--- config.mk ---
export PLATFORM = sky130hd
export DESIGN_NAME = packet_assembler_fifo
export DESIGN_NICKNAME = d
export VERILOG_FILES = /design/src/rtl/hdmi_pkt_pkg.sv /design/src/rtl/packet_fifo.sv /design/src/rtl/packet_assembler_fifo.sv
export SDC_FILE = /design/constraint.sdc
export NUM_CORES = 1
export LEC_CHECK = 0
export BUFFER_PORTS_ARGS = -buffer_cell sky130_fd_sc_hd__buf_2
export CAP_MARGIN = 20
export CORE_MARGIN = 2
export CORE_UTILIZATION = 60
export CTS_CLUSTER_DIAMETER = 40
export DETAILED_ROUTE_END_ITERATION = 7
export PLACE_DENSITY = 0.8
export SYNTH_ARGS = -nofsm -noshare
export SYNTH_HDL_FRONTEND = slang
export SYNTH_HIERARCHICAL = 1
export SYNTH_SLANG_ARGS = --single-unit
--- constraint.sdc ---
create_clock -name clk_pixel -period 20.7 [get_ports clk_pixel]
set_clock_uncertainty 0.1 [all_clocks]
set_input_delay 4.14 -clock clk_pixel [delete_from_list [all_inputs] [get_ports clk_pixel]]
set_output_delay 4.14 -clock clk_pixel [all_outputs]
set_load 0.05 [all_outputs]
--- src/rtl/hdmi_pkt_pkg.sv ---
// Shared packet geometry, packet layout and the BCH ECC step for the HDMI data-island assembler.
package hdmi_pkt_pkg;
    localparam int HDR_W      = 24;
    localparam int SUB_W      = 56;
    localparam int NSUB       = 4;
    localparam int PKT_PIXELS = 32;
    localparam int ECC_BITS   = 8;
    localparam int PKT_W      = HDR_W + NSUB * SUB_W;

    localparam logic [HDR_W-1:0] NULL_HEADER = 24'h000000;

    // Header in the low bits, subpacket 0 directly above it.
    typedef struct packed {
        logic [NSUB-1:0][SUB_W-1:0] sub;
        logic [HDR_W-1:0]           header;
    } packet_t;

    function automatic logic [ECC_BITS-1:0] ecc_step(
        input logic [ECC_BITS-1:0] e,
        input logic                b,
        input logic [ECC_BITS-1:0] poly
    );
        return (e >> 1) ^ ((e[0] ^ b) ? poly : '0);
    endfunction
endpackage

--- src/rtl/packet_fifo.sv ---
// First-word-fall-through packet FIFO; rd_data shows the head whenever empty is low.
module packet_fifo #(
    parameter int WIDTH = 248,
    parameter int DEPTH = 2,
    localparam int CNT_W = $clog2(DEPTH + 1)
) (
    input  logic             clk_pixel,
    input  logic             reset,
    input  logic             push,
    input  logic             pop,
    input  logic [WIDTH-1:0] wr_data,
    output logic [WIDTH-1:0] rd_data,
    output logic             full,
    output logic             empty,
    output logic [CNT_W-1:0] count
);
    localparam int AW = (DEPTH > 1) ? $clog2(DEPTH) : 1;

    logic [WIDTH-1:0] mem [DEPTH];
    logic [AW-1:0]    wr_ptr;
    logic [AW-1:0]    rd_ptr;
    logic             do_push;
    logic             do_pop;

    function automatic logic [AW-1:0] ptr_next(input logic [AW-1:0] p);
        return (p == AW'(DEPTH - 1)) ? '0 : p + AW'(1);
    endfunction

    assign full    = (count == CNT_W'(DEPTH));
    assign empty   = (count == '0);
    assign do_push = push && !full;
    assign do_pop  = pop && !empty;
    assign rd_data = mem[rd_ptr];

    always_ff @(posedge clk_pixel) begin
        if (do_push) begin
            mem[wr_ptr] <= wr_data;
        end
    end

    always_ff @(posedge clk_pixel) begin
        if (reset) begin
            wr_ptr <= '0;
            rd_ptr <= '0;
            count  <= '0;
        end else begin
            if (do_push) wr_ptr <= ptr_next(wr_ptr);
            if (do_pop)  rd_ptr <= ptr_next(rd_ptr);
            case ({do_push, do_pop})
                2'b10:   count <= count + CNT_W'(1);
                2'b01:   count <= count - CNT_W'(1);
                default: count <= count;
            endcase
        end
    end
endmodule

--- src/rtl/packet_assembler_fifo.sv ---
// HDMI data-island packet assembler: buffers whole packets, then serialises header and
// subpackets 9 bits per pixel with BCH parity appended, substituting null packets on underrun.
module packet_assembler_fifo
    import hdmi_pkt_pkg::*;
#(
    parameter int                  FIFO_DEPTH = 2,
    parameter int                  IDX_W      = 5,
    parameter logic [ECC_BITS-1:0] ECC_POLY   = 8'h83
) (
    input  logic                   clk_pixel,
    input  logic                   reset,
    input  logic                   data_island_period,
    input  logic                   pkt_valid,
    output logic                   pkt_ready,
    input  logic [HDR_W-1:0]       pkt_header,
    input  logic [NSUB*SUB_W-1:0]  pkt_sub,
    output logic [8:0]             packet_data,
    output logic [4:0]             counter,
    output logic [IDX_W-1:0]       packet_index,
    output logic                   packet_start,
    output logic                   underrun
);
    localparam int CNT_W = $clog2(FIFO_DEPTH + 1);

    // pkt_valid/pkt_ready: a packet transfers on every clk_pixel edge where both are high.
    // pkt_ready comes only from the registered FIFO count, never from pkt_valid, so the
    // producer holds pkt_valid and its payload stable until it sees the transfer.
    logic [PKT_W-1:0]        fifo_rd_data;
    logic                    fifo_full;
    logic                    fifo_empty;
    logic [CNT_W-1:0]        fifo_count;
    logic                    fifo_push;
    logic                    fifo_pop;

    packet_t                 head;
    packet_t                 active;
    logic                    active_valid;
    logic [NSUB*ECC_BITS+ECC_BITS-1:0] parity;
    logic [NSUB*ECC_BITS+ECC_BITS-1:0] parity_next;

    logic                    last_pixel;
    logic                    load_idle;
    logic                    load_boundary;
    logic                    abort_packet;
    logic [5:0]              c2;
    logic [5:0]              c2p;
    logic [SUB_W+ECC_BITS-1:0] sub_bch;
    logic [HDR_W+ECC_BITS-1:0] hdr_bch;

    assign pkt_ready     = (fifo_count != CNT_W'(FIFO_DEPTH));
    assign fifo_push     = pkt_valid && !fifo_full;
    assign head          = packet_t'(fifo_rd_data);
    assign last_pixel    = (counter == 5'd31);
    assign load_idle     = !data_island_period && !active_valid && !fifo_empty;
    assign load_boundary = data_island_period && last_pixel;
    assign fifo_pop      = (load_idle || load_boundary) && !fifo_empty;
    // A non-zero counter with the island gone low means the active packet was cut short.
    assign abort_packet  = !data_island_period && (counter != 5'd0);
    assign c2            = {counter, 1'b0};
    assign c2p           = {counter, 1'b1};

    packet_fifo #(
        .WIDTH (PKT_W),
        .DEPTH (FIFO_DEPTH)
    ) u_fifo (
        .clk_pixel (clk_pixel),
        .reset     (reset),
        .push      (fifo_push),
        .pop       (fifo_pop),
        .wr_data   ({pkt_sub, pkt_header}),
        .rd_data   (fifo_rd_data),
        .full      (fifo_full),
        .empty     (fifo_empty),
        .count     (fifo_count)
    );

    // Two subpacket bits and one header bit enter the ECC per pixel; parity then holds while sent.
    always_comb begin
        parity_next = parity;
        if (!data_island_period || last_pixel) begin
            parity_next = '0;
        end else begin
            if (counter < 5'd28) begin
                for (int k = 0; k < NSUB; k++) begin
                    parity_next[ECC_BITS*k +: ECC_BITS] = ecc_step(
                        ecc_step(parity[ECC_BITS*k +: ECC_BITS], active.sub[k][c2], ECC_POLY),
                        active.sub[k][c2p], ECC_POLY);
                end
            end
            if (counter < 5'd24) begin
                parity_next[ECC_BITS*NSUB +: ECC_BITS] = ecc_step(
                    parity[ECC_BITS*NSUB +: ECC_BITS], active.header[counter], ECC_POLY);
            end
        end
    end

    always_comb begin
        packet_data = '0;
        sub_bch     = '0;
        hdr_bch     = {parity[ECC_BITS*NSUB +: ECC_BITS], active.header};
        packet_data[0] = hdr_bch[counter];
        for (int k = 0; k < NSUB; k++) begin
            sub_bch = {parity[ECC_BITS*k +: ECC_BITS], active.sub[k]};
            packet_data[1+k] = sub_bch[c2];
            packet_data[5+k] = sub_bch[c2p];
        end
    end

    always_ff @(posedge clk_pixel) begin
        if (reset) begin
            counter      <= '0;
            packet_index <= '0;
            packet_start <= 1'b0;
            underrun     <= 1'b0;
            active       <= '0;
            active_valid <= 1'b0;
            parity       <= '0;
        end else begin
            counter      <= data_island_period ? counter + 5'd1 : 5'd0;
            packet_start <= data_island_period && (counter == 5'd0);
            underrun     <= data_island_period && (counter == 5'd0) && !active_valid;
            parity       <= parity_next;
            if (!data_island_period) begin
                packet_index <= '0;
            end else if (last_pixel) begin
                packet_index <= packet_index + IDX_W'(1);
            end
            if (fifo_pop) begin
                active       <= head;
                active_valid <= 1'b1;
            end else if (load_boundary || abort_packet) begin
                active       <= '0;
                active_valid <= 1'b0;
            end
        end
    end
endmodule

=== Yosys cells after proc, flatten, opt, wreduce, memory -nomap -nowiden ===
Memory sizes are Yosys's and may differ from the RTL's. A register that Yosys moved wholly into a read port is not among the register bits.
Cells that the tools add are included.

* Word-level logic and storage cells: 131
* Register bits after elaboration: 305
* Memories: 1
* Output and inout bits: 22
* Memory bits (writable): 496
* Input bits: 252

{| class="wikitable"
|+ Memory list
! name !! words !! width !! read ports !! clocked after Yosys merged registers in !! wr ports !! RTL line !! RTL
|-
| u_fifo.mem || 2 || 248 || 1 || 1 || 1 || packet_fifo.sv:19 || <nowiki>logic [WIDTH-1:0] mem [DEPTH];</nowiki>
|}

* Order comparisons: 5
* Eq/ne operators: 5
* Reduce and logical (&&, ||, !) cells: 24
* $add $sub $neg: 6
* Bitwise logic cells: 19
* Multiplexer cells: 56

{| class="wikitable"
|+ Operators with widths
! cell !! number
|-
| two-way mux 248 bit || 2
|-
| binary-select mux 1 bit (select 5 bit) || 18
|-
| two-way mux 8 bit || 9
|-
| XOR 7 x 8 -> 8 bit || 9
|-
| two-way mux 1 bit || 26
|-
| < comparator 6 x 7 -> 1 bit, second input constant || 2
|-
| adder 5 x 1 -> 5 bit, second input constant || 2
|-
| logical AND 1 bit || 10
|-
| < comparator 5 bit, second input constant || 2
|-
| XOR 1 bit || 9
|-
| < comparator 5 x 6 -> 1 bit, second input constant || 1
|-
| equality test 5 bit, second input constant || 1
|-
| zero test 5 bit || 1
|-
| nonzero test 5 bit || 1
|-
| equality test 2 bit, second input constant || 2
|-
| zero test 1 bit || 4
|-
| case mux 2 bit (2 select lines) || 1
|-
| nonzero test 2 bit || 2
|-
| OR reduction 2 bit || 2
|-
| logical OR 1 bit || 3
|-
| adder 1 bit, second input constant || 2
|-
| adder 2 x 1 -> 2 bit, second input constant || 1
|-
| equality test 2 x 1 -> 1 bit, second input constant || 1
|-
| zero test 2 bit || 1
|-
| 3 further kinds || 3
|}

=== Logic depth before layout (Yosys ltp) ===
* Depth after elaboration: 8
* Depth in mapped cells: 13
* Mapped depth without buffers: 10

=== By module ===
The synthesis kept the hierarchy.

{| class="wikitable"
|+ Modules (own cells, without submodules)
! module !! seq. area each (sq um) !! cells an instance !! times used !! area an instance (sq um)
|-
| packet_fifo || 14994.4 || 798 || 1 || 18187.4
|-
| packet_assembler_fifo || 6025.8 || 1377 || 1 || 13151.4
|}

=== Least setup slack after synthesis ===
OpenSTA, ideal clock, no wires.

* Path type: in2reg
* From: input port pkt_valid
* To: memory u_fifo.mem[1][0] (enable)
* Data arrival time: 10.016 ns
* Stages on the path: 2
* Library setup time: 0.641 ns
* Buffers on the path: 0
* Data required time: 19.959 ns
* Path slack: 9.943 ns
* Path through: nor2b_1 -> and3_1

* Word-level cells in the longest chain between the ends: 4

{| class="wikitable"
|+ RTL lines
! what !! RTL line !! RTL
|-
| from (decl) || packet_assembler_fifo.sv:13 || <nowiki>input logic pkt_valid,</nowiki>
|-
| logical AND 1 bit || packet_assembler_fifo.sv:51 || <nowiki>assign fifo_push = pkt_valid && !fifo_full;</nowiki>
|-
| logical AND 1 bit || packet_fifo.sv:31 || <nowiki>assign do_push = push && !full;</nowiki>
|-
| two-way mux 1 bit || packet_fifo.sv:36 || <nowiki>if (do_push) begin</nowiki>
|-
| two-way mux 1 bit (implied by the code) || packet_fifo.sv:37 || <nowiki>mem[wr_ptr] <= wr_data;</nowiki>
|-
| to (decl) || packet_fifo.sv:19 ||
|}

No other way between the ends.

=== Worst setup path after layout ===
* From: register counter[1]
* To: output port packet_data[5]

* Word-level cells in the longest chain between the ends: 2

{| class="wikitable"
|+ RTL lines
! what !! RTL line !! RTL
|-
| from (decl) || packet_assembler_fifo.sv:18 || <nowiki>output logic [4:0] counter,</nowiki>
|-
| from (signal assigned) || packet_assembler_fifo.sv:119 || <nowiki>counter <= data_island_period ? counter + 5'd1 : 5'd0;</nowiki>
|-
| binary-select mux 1 bit (select 5 bit) || packet_assembler_fifo.sv:105 || <nowiki>packet_data[5+k] = sub_bch[c2p];</nowiki>
|-
| two-way mux 1 bit (implied by the code) || packet_assembler_fifo.sv:105 ||
|-
| to (decl) || packet_assembler_fifo.sv:17 || <nowiki>output logic [8:0] packet_data,</nowiki>
|}

No other way between the ends. The select of a mux whose other input is x is not followed.

==> run summary <==
Status - finished clean
Crit path DAT - 4140 ps
Total CTS buffers - 96
Max Used Layer - met5
Slew of the pin with the lowest slew margin - 1110 ps
Vias per cell - 6.05
Area of the core - 0.0515 mm^2
Synth unique cells - 65
Multiplexer area fraction after synthesis - 0.143
Avg WL per Cell - 22.4 um
Post-cts hold buffer count - 0
Final WS setup - 12320 ps
Synthesis-to-layout area growth - 15.2%
Met3 wire len - 5250 um
Asr flop ratio synth - 0
Clk_lat worst skew - 630 ps
WL met1 - 28200 um
Post-synthesis sequential area ratio - 0.671
Number of synthesized register bits - 802
GR Util All Layers - 0.263
Yosys Warn Count - 6
Grt total ovfl - 0
Layout cells sized above 1 - 0.304
Commonest non-fill, non-tap cell in the layout - edfxtp_1
Adder-cell share of the synthesized area - 0.00200
Detailed placement HPWL - 43300 um
Top FF cell, synth - edfxtp_1
IO Pins - 274
RSZ-0062 raised after global routing - false
Minimum clock period - 8380 ps
Post-Syn Nets - 2432
Commonest non-fill, non-tap cells in the layout - edfxtp_1 (496), dfxtp_1 (302), nor2_1 (277), buf_2 (272), a22oi_1 (268)
Relative slew margins - 0.263
Cell breakdown of the critical path - buf_4, mux4_2, and2_1, a31oi_1, and3_1, nand2_1, buf_2
Max Cap Viol - 0
Final Wtd Congestion - 0.790
1st-pass router iterations - 5
DIE AREA - 0.0541 mm^2
Die height - 233 um
Antenna viol nets, final - 0
Iter 0 DRT Violations - 1995
Synth Area in XOR/XNOR - 0.00779
Largest net degree at the start of global routing - 147
TritonCTS Sinks - 802
Cell area after synthesis - 0.0313 mm^2
Worst-path clk slew - 60 ps
Slew Viols, Final - 0
Compound-gate portion of the synthesized area - 0.0830
Placed Cells - 2992
Number of global-route vias before repair - 19700
CTS tree - built
Final net count - 2670
Critical Path Slowest Stage Cell - dfxtp_4
Via count - 19200
Post-route core utilization - 0.701
Post-place setup slack - 12960 ps
Synthesized area per cell - 14.4 um^2
DRC - 0
Metal2 WL - 35300 um
Final setup viols - 0
CTS resizes - 0
Fin crit share - 0.405
Worst path required time - 16460 ps
Simple-Gate Fraction of Synth Area - 0.0617
Crit end category - primary output
Initial core utilization - 0.608
Mapped Cells - 2175
Max Clk Rate - 0.119 GHz
Post-CTS Repair Setup Buffers - 0
Fin. Hold Viols - 0
CP max stage delay - 990 ps
Clock Path Buffers - 3
Worst VDD drop - 0.0841 mV
Largest family of logic cells by synthesized area - multiplexers
Pwr dens - 126 mW/mm^2
Hold Path Class - register to register
P_leak - 0.0127 uW
DRT Wirelength - 71300 um
First-pass GRT wire length - 109000 um
Critical path startpoint category - register
Die width - 233 um
Row count - 83
EDFF count, synth - 496
Port bufs - 273
Root Buffer - clkbuf_16
Finished Layout Cells - 3178
Max FO, Critical Path - 57
Initial antenna violation count - 3
Setup TNS Final - 0 ps
Critical setup path kind - register to primary output
H-tree depth - 3
flip-flops by register name (all words and copies together) (netlist names), named ones only:
name,cells
active,248
active_valid,1
counter,5
packet_index,5
packet_start,1
parity,40
u_fifo/count,2
u_fifo/mem,496
u_fifo/rd_ptr,1
u_fifo/wr_ptr,1
underrun,1
path summary, 6_finish.rpt:
kind                           start                  endpoint  slack [ps]  cells past startpoint
min          parity[20]$_SDFFE_PP0N_   parity[20]$_SDFFE_PP0N_         370                      2
max            counter[1]$_SDFF_PP0_            packet_data[5]       12320                      7
min reg2reg  parity[20]$_SDFFE_PP0N_   parity[20]$_SDFFE_PP0N_         370                      2
max reg2reg    counter[1]$_SDFF_PP0_  active[228]$_SDFFE_PP0P_       15420                     11
kinds of logic (layout without fill, tap and decap cells):
logic type                 Yosys count  count (layout)
AOI/OAI and AO/OA                  361             361
xor gates and xnor gates            22              22
adders and majority gates            5               5
buffers and inverters              166             487
DFF                                802             802
muxes                              369             369
other                                0               2
and+or+nand+nor                    450             450
critical path: cells and delay by family (launching register included):
| family | cells | cell delay (ps) |
|---|---|---|
| buffers and inverters | 2 | 1100 |
| flip-flops | 1 | 990 |
| AND/OR/NAND/NOR | 3 | 680 |
| multiplexers | 1 | 410 |
| AO/OA/AOI/OAI | 1 | 220 |
cell type report:
type	instances	area (um^2)
Multi-Input combinational cell	1207	9340
Antenna cell	2	5.00
Inverter	11	48.8
Timing Repair Buffer	295	1610
Clock inverter	56	455
Tap cell	680	851
Clock buffer	125	2760
Sequential cell	802	21000
Fill cell	3347	15400
metal layers:
metal / GRT usage / up-vias
met3: 0.0460 / 148
met1: 0.344 / 9582
met5: 0 / -
li1: - / 8696
met4: 0.108 / 2
met2: 0.437 / 803
through the flow:
stage	cell area [um^2]	total power (uW)	hold slack [ps]
after CTS	36000	4570	371
after floorplan	31300	2740	318
final	36100	4550	370
after global routing	36100	4730	380
after global placement	32800	2880	351
after detailed placement	32800	2920	362
cell usage after synthesis (all sizes together) (2+ instances only):
cell type	count	area, um^2
a211o	3	26.3
a211oi	7	52.6
a21oi	49	257
a22o	5	43.8
a22oi	268	2010
a31oi	6	37.5
and2	10	62.6
and3	14	92.6
and4	2	17.5
buf	79	681
clkbuf	76	285
dfxtp	306	6130
edfxtp	496	14900
ha	5	62.6
inv	11	41.3
mux2	248	2790
mux2i	86	861
mux4	35	815
nand2	95	359
nand2b	6	40.0
nand3	10	50.1
nand3b	2	15.0
nand4	2	12.5
nand4b	2	17.5
nor2	279	1060
nor2b	4	25.0
nor3	6	30.0
o211ai	4	30.0
o21a	2	15.0
o21ai	6	30.0
o31ai	5	42.5
or2	2	12.5
or3	6	37.5
or4	3	33.8
or4b	2	20.0
xnor2	15	154
xor2	5	43.8
power breakdown:
part,leakage (uW),switching (uW),internal [uW]
logic,0.00402,473,323
clock network,0.00157,664,988
registers,0.00712,109,2000
total,0.0127,1250,3310
(Power assumes the default switching activity.)
